<file path="config.mk">
export PLATFORM = sky130hd
export DESIGN_NAME = arb_requester
export DESIGN_NICKNAME = d
export VERILOG_FILES = /design/src/rtl/arb_requester.sv
export SDC_FILE = /design/constraint.sdc
export NUM_CORES = 1
export LEC_CHECK = 0
export CORE_ASPECT_RATIO = 1.5
export CORE_MARGIN = 5
export CORE_UTILIZATION = 60
export CTS_CLUSTER_DIAMETER = 150
export DETAILED_ROUTE_END_ITERATION = 12
export PLACE_DENSITY = 0.82
export SLEW_MARGIN = 10
export SYNTH_ARGS = -nofsm -noshare
export SYNTH_HDL_FRONTEND = slang
export SYNTH_SLANG_ARGS = --single-unit
</file>
<file path="constraint.sdc">
create_clock -name clk -period 3.4 [get_ports clk]
set_input_delay 0.68 -clock clk [delete_from_list [all_inputs] [get_ports clk]]
set_output_delay 0.68 -clock clk [all_outputs]
set_load 0.03 [all_outputs]
</file>
<file path="src/rtl/arb_requester.sv">
// Requester agent for one req/gnt port of the fixed-priority arbiter: queues burst jobs and counts granted beats.
// Optional abort-on-timeout path is compiled in when ARB_REQ_TIMEOUT_EN is defined.
module arb_requester #(
   parameter int LEN_W   = 4,
   parameter int DEPTH   = 4,
   parameter int TIMEOUT = 64,
   parameter int GAP     = 1
) (
   input  logic             clk,
   input  logic             rst,
   input  logic             job_valid,
   input  logic [LEN_W-1:0] job_len,
   output logic             job_ready,
   input  logic             gnt,
   output logic             req,
   output logic             beat,
   output logic             beat_last,
   output logic             busy,
   output logic             timeout_err
);

   localparam int PTR_W = $clog2(DEPTH);
   localparam int CNT_W = PTR_W + 1;
   localparam int GAP_W = $clog2(GAP + 1) + 1;

   typedef enum logic [2:0] {S_IDLE, S_REQ, S_OWN, S_RELEASE, S_GAP} state_t;

   state_t             state, state_n;
   logic [LEN_W-1:0]   mem [DEPTH];
   logic [PTR_W-1:0]   wr_ptr, rd_ptr;
   logic [CNT_W-1:0]   count;
   logic [LEN_W-1:0]   rem, rem_n, head;
   logic [GAP_W-1:0]   gap_cnt, gap_n;
   logic               full, empty, push, pop;

   assign full      = (count == CNT_W'(DEPTH));
   assign empty     = (count == '0);
   assign job_ready = !full;
   assign push      = job_valid && !full;
   // IDLE refuses to pop while gnt is still high, which also covers a reset taken mid-burst
   assign pop       = (state == S_IDLE) && !empty && !gnt;
   assign head      = mem[rd_ptr];

   assign beat      = gnt && ((state == S_REQ) || (state == S_OWN));
   assign beat_last = beat && (rem == LEN_W'(1));
   assign busy      = (state != S_IDLE) || !empty;

   always_ff @(posedge clk) begin
      if (push)
         mem[wr_ptr] <= job_len;
   end

   always_ff @(posedge clk) begin
      if (rst) begin
         wr_ptr <= '0;
         rd_ptr <= '0;
         count  <= '0;
      end else begin
         if (push)
            wr_ptr <= wr_ptr + PTR_W'(1);
         if (pop)
            rd_ptr <= rd_ptr + PTR_W'(1);
         if (push && !pop)
            count <= count + CNT_W'(1);
         else if (pop && !push)
            count <= count - CNT_W'(1);
      end
   end

`ifdef ARB_REQ_TIMEOUT_EN
   localparam int WAIT_W = $clog2(TIMEOUT) + 1;
   logic [WAIT_W-1:0] wait_cnt, wait_n;
   logic              abort;
`endif

   always_comb begin
      state_n = state;
      rem_n   = rem;
      gap_n   = gap_cnt;
`ifdef ARB_REQ_TIMEOUT_EN
      wait_n  = wait_cnt;
      abort   = 1'b0;
`endif
      case (state)
         S_IDLE: begin
            if (pop) begin
               rem_n   = (head == '0) ? LEN_W'(1) : head;
               state_n = S_REQ;
`ifdef ARB_REQ_TIMEOUT_EN
               wait_n  = '0;
`endif
            end
         end
         S_REQ: begin
            if (gnt) begin
               if (rem == LEN_W'(1)) begin
                  state_n = S_RELEASE;
               end else begin
                  rem_n   = rem - LEN_W'(1);
                  state_n = S_OWN;
               end
            end else begin
`ifdef ARB_REQ_TIMEOUT_EN
               if (wait_cnt == WAIT_W'(TIMEOUT - 1)) begin
                  abort   = 1'b1;
                  state_n = S_RELEASE;
               end else begin
                  wait_n = wait_cnt + WAIT_W'(1);
               end
`endif
            end
         end
         S_OWN: begin
            if (gnt) begin
               if (rem == LEN_W'(1))
                  state_n = S_RELEASE;
               else
                  rem_n = rem - LEN_W'(1);
            end else begin
               state_n = S_REQ;
`ifdef ARB_REQ_TIMEOUT_EN
               wait_n  = '0;
`endif
            end
         end
         // Arbiter may keep gnt high a couple of cycles after req drops; those are not beats
         S_RELEASE: begin
            if (!gnt) begin
               if (GAP > 0) begin
                  state_n = S_GAP;
                  gap_n   = '0;
               end else begin
                  state_n = S_IDLE;
               end
            end
         end
         S_GAP: begin
            if (gap_cnt == GAP_W'(GAP - 1))
               state_n = S_IDLE;
            else
               gap_n = gap_cnt + GAP_W'(1);
         end
         default: state_n = S_IDLE;
      endcase
   end

   always_ff @(posedge clk) begin
      if (rst) begin
         state   <= S_IDLE;
         rem     <= '0;
         gap_cnt <= '0;
         req     <= 1'b0;
      end else begin
         state   <= state_n;
         rem     <= rem_n;
         gap_cnt <= gap_n;
         req     <= (state_n == S_REQ) || (state_n == S_OWN);
      end
   end

`ifdef ARB_REQ_TIMEOUT_EN
   always_ff @(posedge clk) begin
      if (rst) begin
         wait_cnt    <= '0;
         timeout_err <= 1'b0;
      end else begin
         wait_cnt    <= wait_n;
         timeout_err <= abort;
      end
   end
`else
   assign timeout_err = 1'b0;
`endif

endmodule

</file>
### Word level (Yosys, flattened, before mapping)

Memories as Yosys holds them, arrays and structs flattened. A register that Yosys moved wholly into a read port is not among the register bits.
Index checks and enable logic that the tools add are counted.

| storage, ports and cells | value |
|---|---|
| register bits | 17 |
| output and inout bits | 6 |
| bits in writable memories | 16 |
| word-level logic and storage cells | 75 |
| memories | 1 |
| input bits | 8 |

| cells by class | value |
|---|---|
| reductions and logical operators | 26 |
| eq/ne operators | 13 |
| add/subtract/negate cells | 6 |
| mux-type cells | 22 |

Memories:

| name | words | bits a word | rd ports | clocked after memory_dff | wr ports | line | source |
|---|---|---|---|---|---|---|---|
| mem | 4 | 4 | 1 | 1 | 1 | 29 | `logic [LEN_W-1:0] mem [DEPTH];` |

Operators with widths:

| kind | count |
|---|---|
| 3-bit two-way mux | 8 |
| 4-bit two-way mux | 4 |
| 3-bit one-hot mux with 5 select lines | 1 |
| 3-bit by 2-bit == test with 1-bit output, second input constant | 3 |
| 2-bit two-way mux | 4 |
| 2-bit inequality test, second input constant | 4 |
| 4-bit one-hot mux with 2 select lines | 1 |
| 1-bit logical AND | 7 |
| 2-bit by 1-bit adder with 2-bit output, second input constant | 3 |
| 3-bit by 1-bit == test with 1-bit output, second input constant | 2 |
| 3-bit == test, second input constant | 2 |
| 3-bit logical NOT | 2 |
| 2-bit nonzero test | 3 |
| 1-bit logical NOT | 5 |
| 4-bit by 1-bit == test with 1-bit output, second input constant | 1 |
| 4-bit logical NOT | 1 |
| 2-bit one-hot mux with 2 select lines | 1 |
| 4-bit AND reduction | 1 |
| 4-bit by 1-bit subtractor with 4-bit output, second input constant | 1 |
| 3-bit by 1-bit adder with 3-bit output, second input constant | 1 |
| 1-bit logical OR | 3 |
| 1-bit two-way mux | 3 |
| 3-bit AND reduction | 1 |
| 3-bit nonzero test | 1 |
| 4 further kinds | 4 |

### Depth between registers and ports, before layout

| logic depth | value |
|---|---|
| word-level depth | 8 |
| gate-level depth with buffers | 10 |
| gate-level depth less buffers | 9 |

### Worst setup path after synthesis

No wires, ideal clock.

| timing path | value |
|---|---|
| path kind | reg2reg |
| from | register count[0] |
| to | register count[2] |
| arrival | 2.246 ns |
| stages on the path, launching flop included | 11 |
| setup time | 0.071 ns |
| buffers on the path | 1 |
| period minus slack after synthesis | 2.316 ns |
| setup slack | 1.084 ns |
| data required time | 3.329 ns |
| path through | dfxtp_1 nor2_1 nand2_1 and2_1 clkbuf_1 ha_1 inv_1 fa_1 xor2_1 or3_1 a21oi_1 |

| on the way | value |
|---|---|
| elaborated cells on any way between the ends | 16 |
| those cells by class | add/sub: 2; eq/ne: 1; mux: 2; reduce/logical: 11 |

RTL lines:

| item | line | source |
|---|---|---|
| from (decl) | 31 | `logic [CNT_W-1:0] count;` |
| from (signal assigned) | 64 | `count <= count + CNT_W'(1);` |
| from (signal assigned) | 66 | `count <= count - CNT_W'(1);` |
| 3-bit == test * | 36 | `assign full = (count == CNT_W'(DEPTH));` |
| 1-bit logical NOT * | - |  |
| named net job_ready | 13 | `output logic job_ready,` |
| 1-bit logical AND * | 39 | `assign push = job_valid && !full;` |
| named net push | 34 | `logic full, empty, push, pop;` |
| 1-bit logical NOT | 65 | `else if (pop && !push)` |
| 1-bit logical AND | 65 |  |
| 2-bit nonzero test (no source line) | - |  |

Mark *: on every way through the listed nets, which the timed path passes. The rest lies on a longest branch. The select of a mux whose other input is x is not followed.
A chain may end at the register's enable or synchronous reset.

### Final worst setup path

| timing path | value |
|---|---|
| from | input gnt |
| to | output beat |

| on the way | value |
|---|---|
| longest elaborated chain between the ends | 1 |

RTL lines:

| item | line | source |
|---|---|---|
| from (decl) | 14 | `input logic gnt,` |
| 1-bit logical AND | 44 | `assign beat = gnt && ((state == S_REQ) \|\| (state == S_OWN));` |
| to (decl) | 16 | `output logic beat,` |

Every way passes these cells.

==> flow_summary.yaml <==
sta:
  fin_tns_setup_ns: 0
  max_slew_margin_pct: 52.7
  skew_ns: 0.00804
  fmax_mhz: 344
  tightest_slew_ns: 0.707
  period_share_pct: 85.4
  finalSetupViolations: 0
  fin_crit_ns: 2.90
  rsz0062_at_grt: "false"
  hold_viol: 0
  final_max_slew_viol_count: 0
placement:
  gp_congestion: 0.720
  dp.cells: 185
  dp_hpwl_um: 2000
  place_area_um2: 1780
  io_buffers: 12
logic_synthesis:
  ys_ff_latch: 35
  syn_nets: 159
  synth.most_common_cell: "dfxtp_1"
  synth_top_area_cell: "edfxtp_1"
  synth_top_flop_cell: "dfxtp_1"
  ys_seq_area_share_pct: 52.1
  synth_edf_count: 16
  yosys-top-cells-area: "edfxtp_1, dfxtp_1, ha_1"
  syn_area_per_cell_um2: 11.6
  synth_top_area_share_pct: 29.1
  ys_types: 47
  synth_common_cells: "dfxtp_1, edfxtp_1, nor2_1"
  synth_warnings: 0
  syn_inst: 142
  async_reset_ff_share_pct: 0
  syn_area_um2: 1650
clock_tree:
  clock_latency_ns: 0.28
  htreeDepth: 2
  clk_pin_slew_ns: 0.06
  numCtsBuffers: 5
  clock_sinks: 35
  cts_tree: "yes"
  cts_buffer_depth: 2
  postCtsSetupBuffers: 0
  cts-root-buf: "clkbuf_8"
  cts_resized: 0
  cts_hold_buf: 0
worst_hold_path:
  min_path_type: "flip-flop to flip-flop"
  worst_hold_path.num_cells: 2
setup_path:
  crit_type: "input pin to output pin"
  r2r_slack_ns: 1.02
  worst-path-max-fanout: 6
  reg2regPathDepth: 8
  cp.arrival_ns: 2.22
  worst-endpoint-required_ns: 2.72
  start_kind: "input pin"
  end_kind: "output pin"
global_routing:
  grt_pass1_vias: 1074
  grt_max_degree: 19
  grt-ovfl-total: 0
  grt_first_pass_wirelength_um: 4610
  grt_usage_pct: 16.4
  antenna_found_initial: 0
layout:
  antenna-diode-count: 0
  final_util_pct: 69.7
  syn_to_final_growth_pct: 12.8
  nets: 172
  drive_gt1_share_pct: 11.5
  final_area_um2: 1860
  instances_no_fill: 193
die:
  die-area_um2: 3930
  start_util_pct: 61.8
  rows: 23
  fp.dieH_um: 74.3
  core-area_um2: 2680
  ios: 14
  fp.dieW_um: 52.9
detailed_routing:
  postRouteAntennaNets: 0
  vias: 1037
  drt_iter0_drc: 14
  wl_per_cell_um: 13.6
  drc: 0
  routed_wl_um: 2630
  dr.pass1.iters: 4
  via_per_inst: 5.37
power:
  ir_drop_v: 0.000482
  power.leakage_uw: 0.000687
  power_density_nw_per_um2: 728
run:
  maxCapViolCount: 0
outcome:
  status: "finished clean"
stage by stage:
| stage | power (uW) | hold slack [ns] | worst slack [ns] |
|---|---|---|---|
| global route | 1460 | 0.486 | 0.364 |
| global placement | 1070 | 0.437 | 0.463 |
| detailed placement | 1090 | 0.454 | 0.387 |
| floorplan | 980 | 0.432 | 1.08 |
| CTS | 1370 | 0.463 | 0.485 |
| finish | 1360 | 0.461 | 0.496 |
state kept, by name, summed over array words and instances, names as in the netlist, named ones only:
| name | flops |
|---|---|
| count | 3 |
| gap_cnt | 2 |
| mem | 16 |
| rd_ptr | 2 |
| rem | 4 |
| req | 1 |
| state | 3 |
| wr_ptr | 2 |
power breakdown:
part	internal (uW)	switching, uW
Clock	139	134
Combinational	234	248
Sequential	524	77.5
Total	897	459
final timing paths:
kind / from / endpoint
setup / recovery: gnt / beat
hold / removal: gap_cnt[1] / gap_cnt[1]
setup reg to reg: count[0] / count[2]
hold reg to reg: gap_cnt[1] / gap_cnt[1]
metal layers:
metal,share of wire (%),global-route usage [%],vias to the layer above,routed length (um)
met3,4.3,4.41,9,114
met5,0,0,-,0
met4,3.1,11.4,0,82
met2,53,26.9,19,1400
li1,-,-,529,-
met1,39,18.1,480,1040
cell usage in the layout (no fill, tap or decap), types with 2 or more instances in the layout:
master / count
a21oi_1: 6
nor4_1: 2
inv_1: 8
clkdlybuf4s50_1: 12
dfxtp_1: 19
xor2_1: 2
nor2_1: 13
clkbuf_8: 5
clkinv_1: 2
nor3_1: 4
nor2_2: 3
and3_1: 5
edfxtp_1: 16
o21ai_0: 3
mux4_2: 4
xnor2_1: 5
mux2i_1: 2
ha_1: 8
nand2b_1: 2
nand3b_1: 2
nand2_1: 7
cell families after synthesis:
group           after synthesis  share of synthesized area [%]
buf+inv                      14                           3.94
mux                           7                           7.34
fa+ha+maj                     9                           7.27
other cells                   1                          0.227
compound gates               20                           8.25
xor+xnor                      7                           3.71
flops                        35                           52.1
simple gates                 49                           17.2
critical path, stage by stage:
cell	delay, ns
clkdlybuf4s50_1	0.55
nand2b_1	0.15
nor2_1	0.15
clkdlybuf4s50_1	0.68
area by class of cell:
cell class / instances / area, um2
Sequential cell: 35 / 861
Fill cell: 198 / 812
Multi-Input combinational cell: 93 / 727
Timing Repair Buffer: 12 / 120
Clock buffer: 6 / 72.6
Tap cell: 37 / 46.3
Inverter: 8 / 30.0
Clock inverter: 2 / 7.51
No activity file was read; power rests on OpenSTA's default activity.
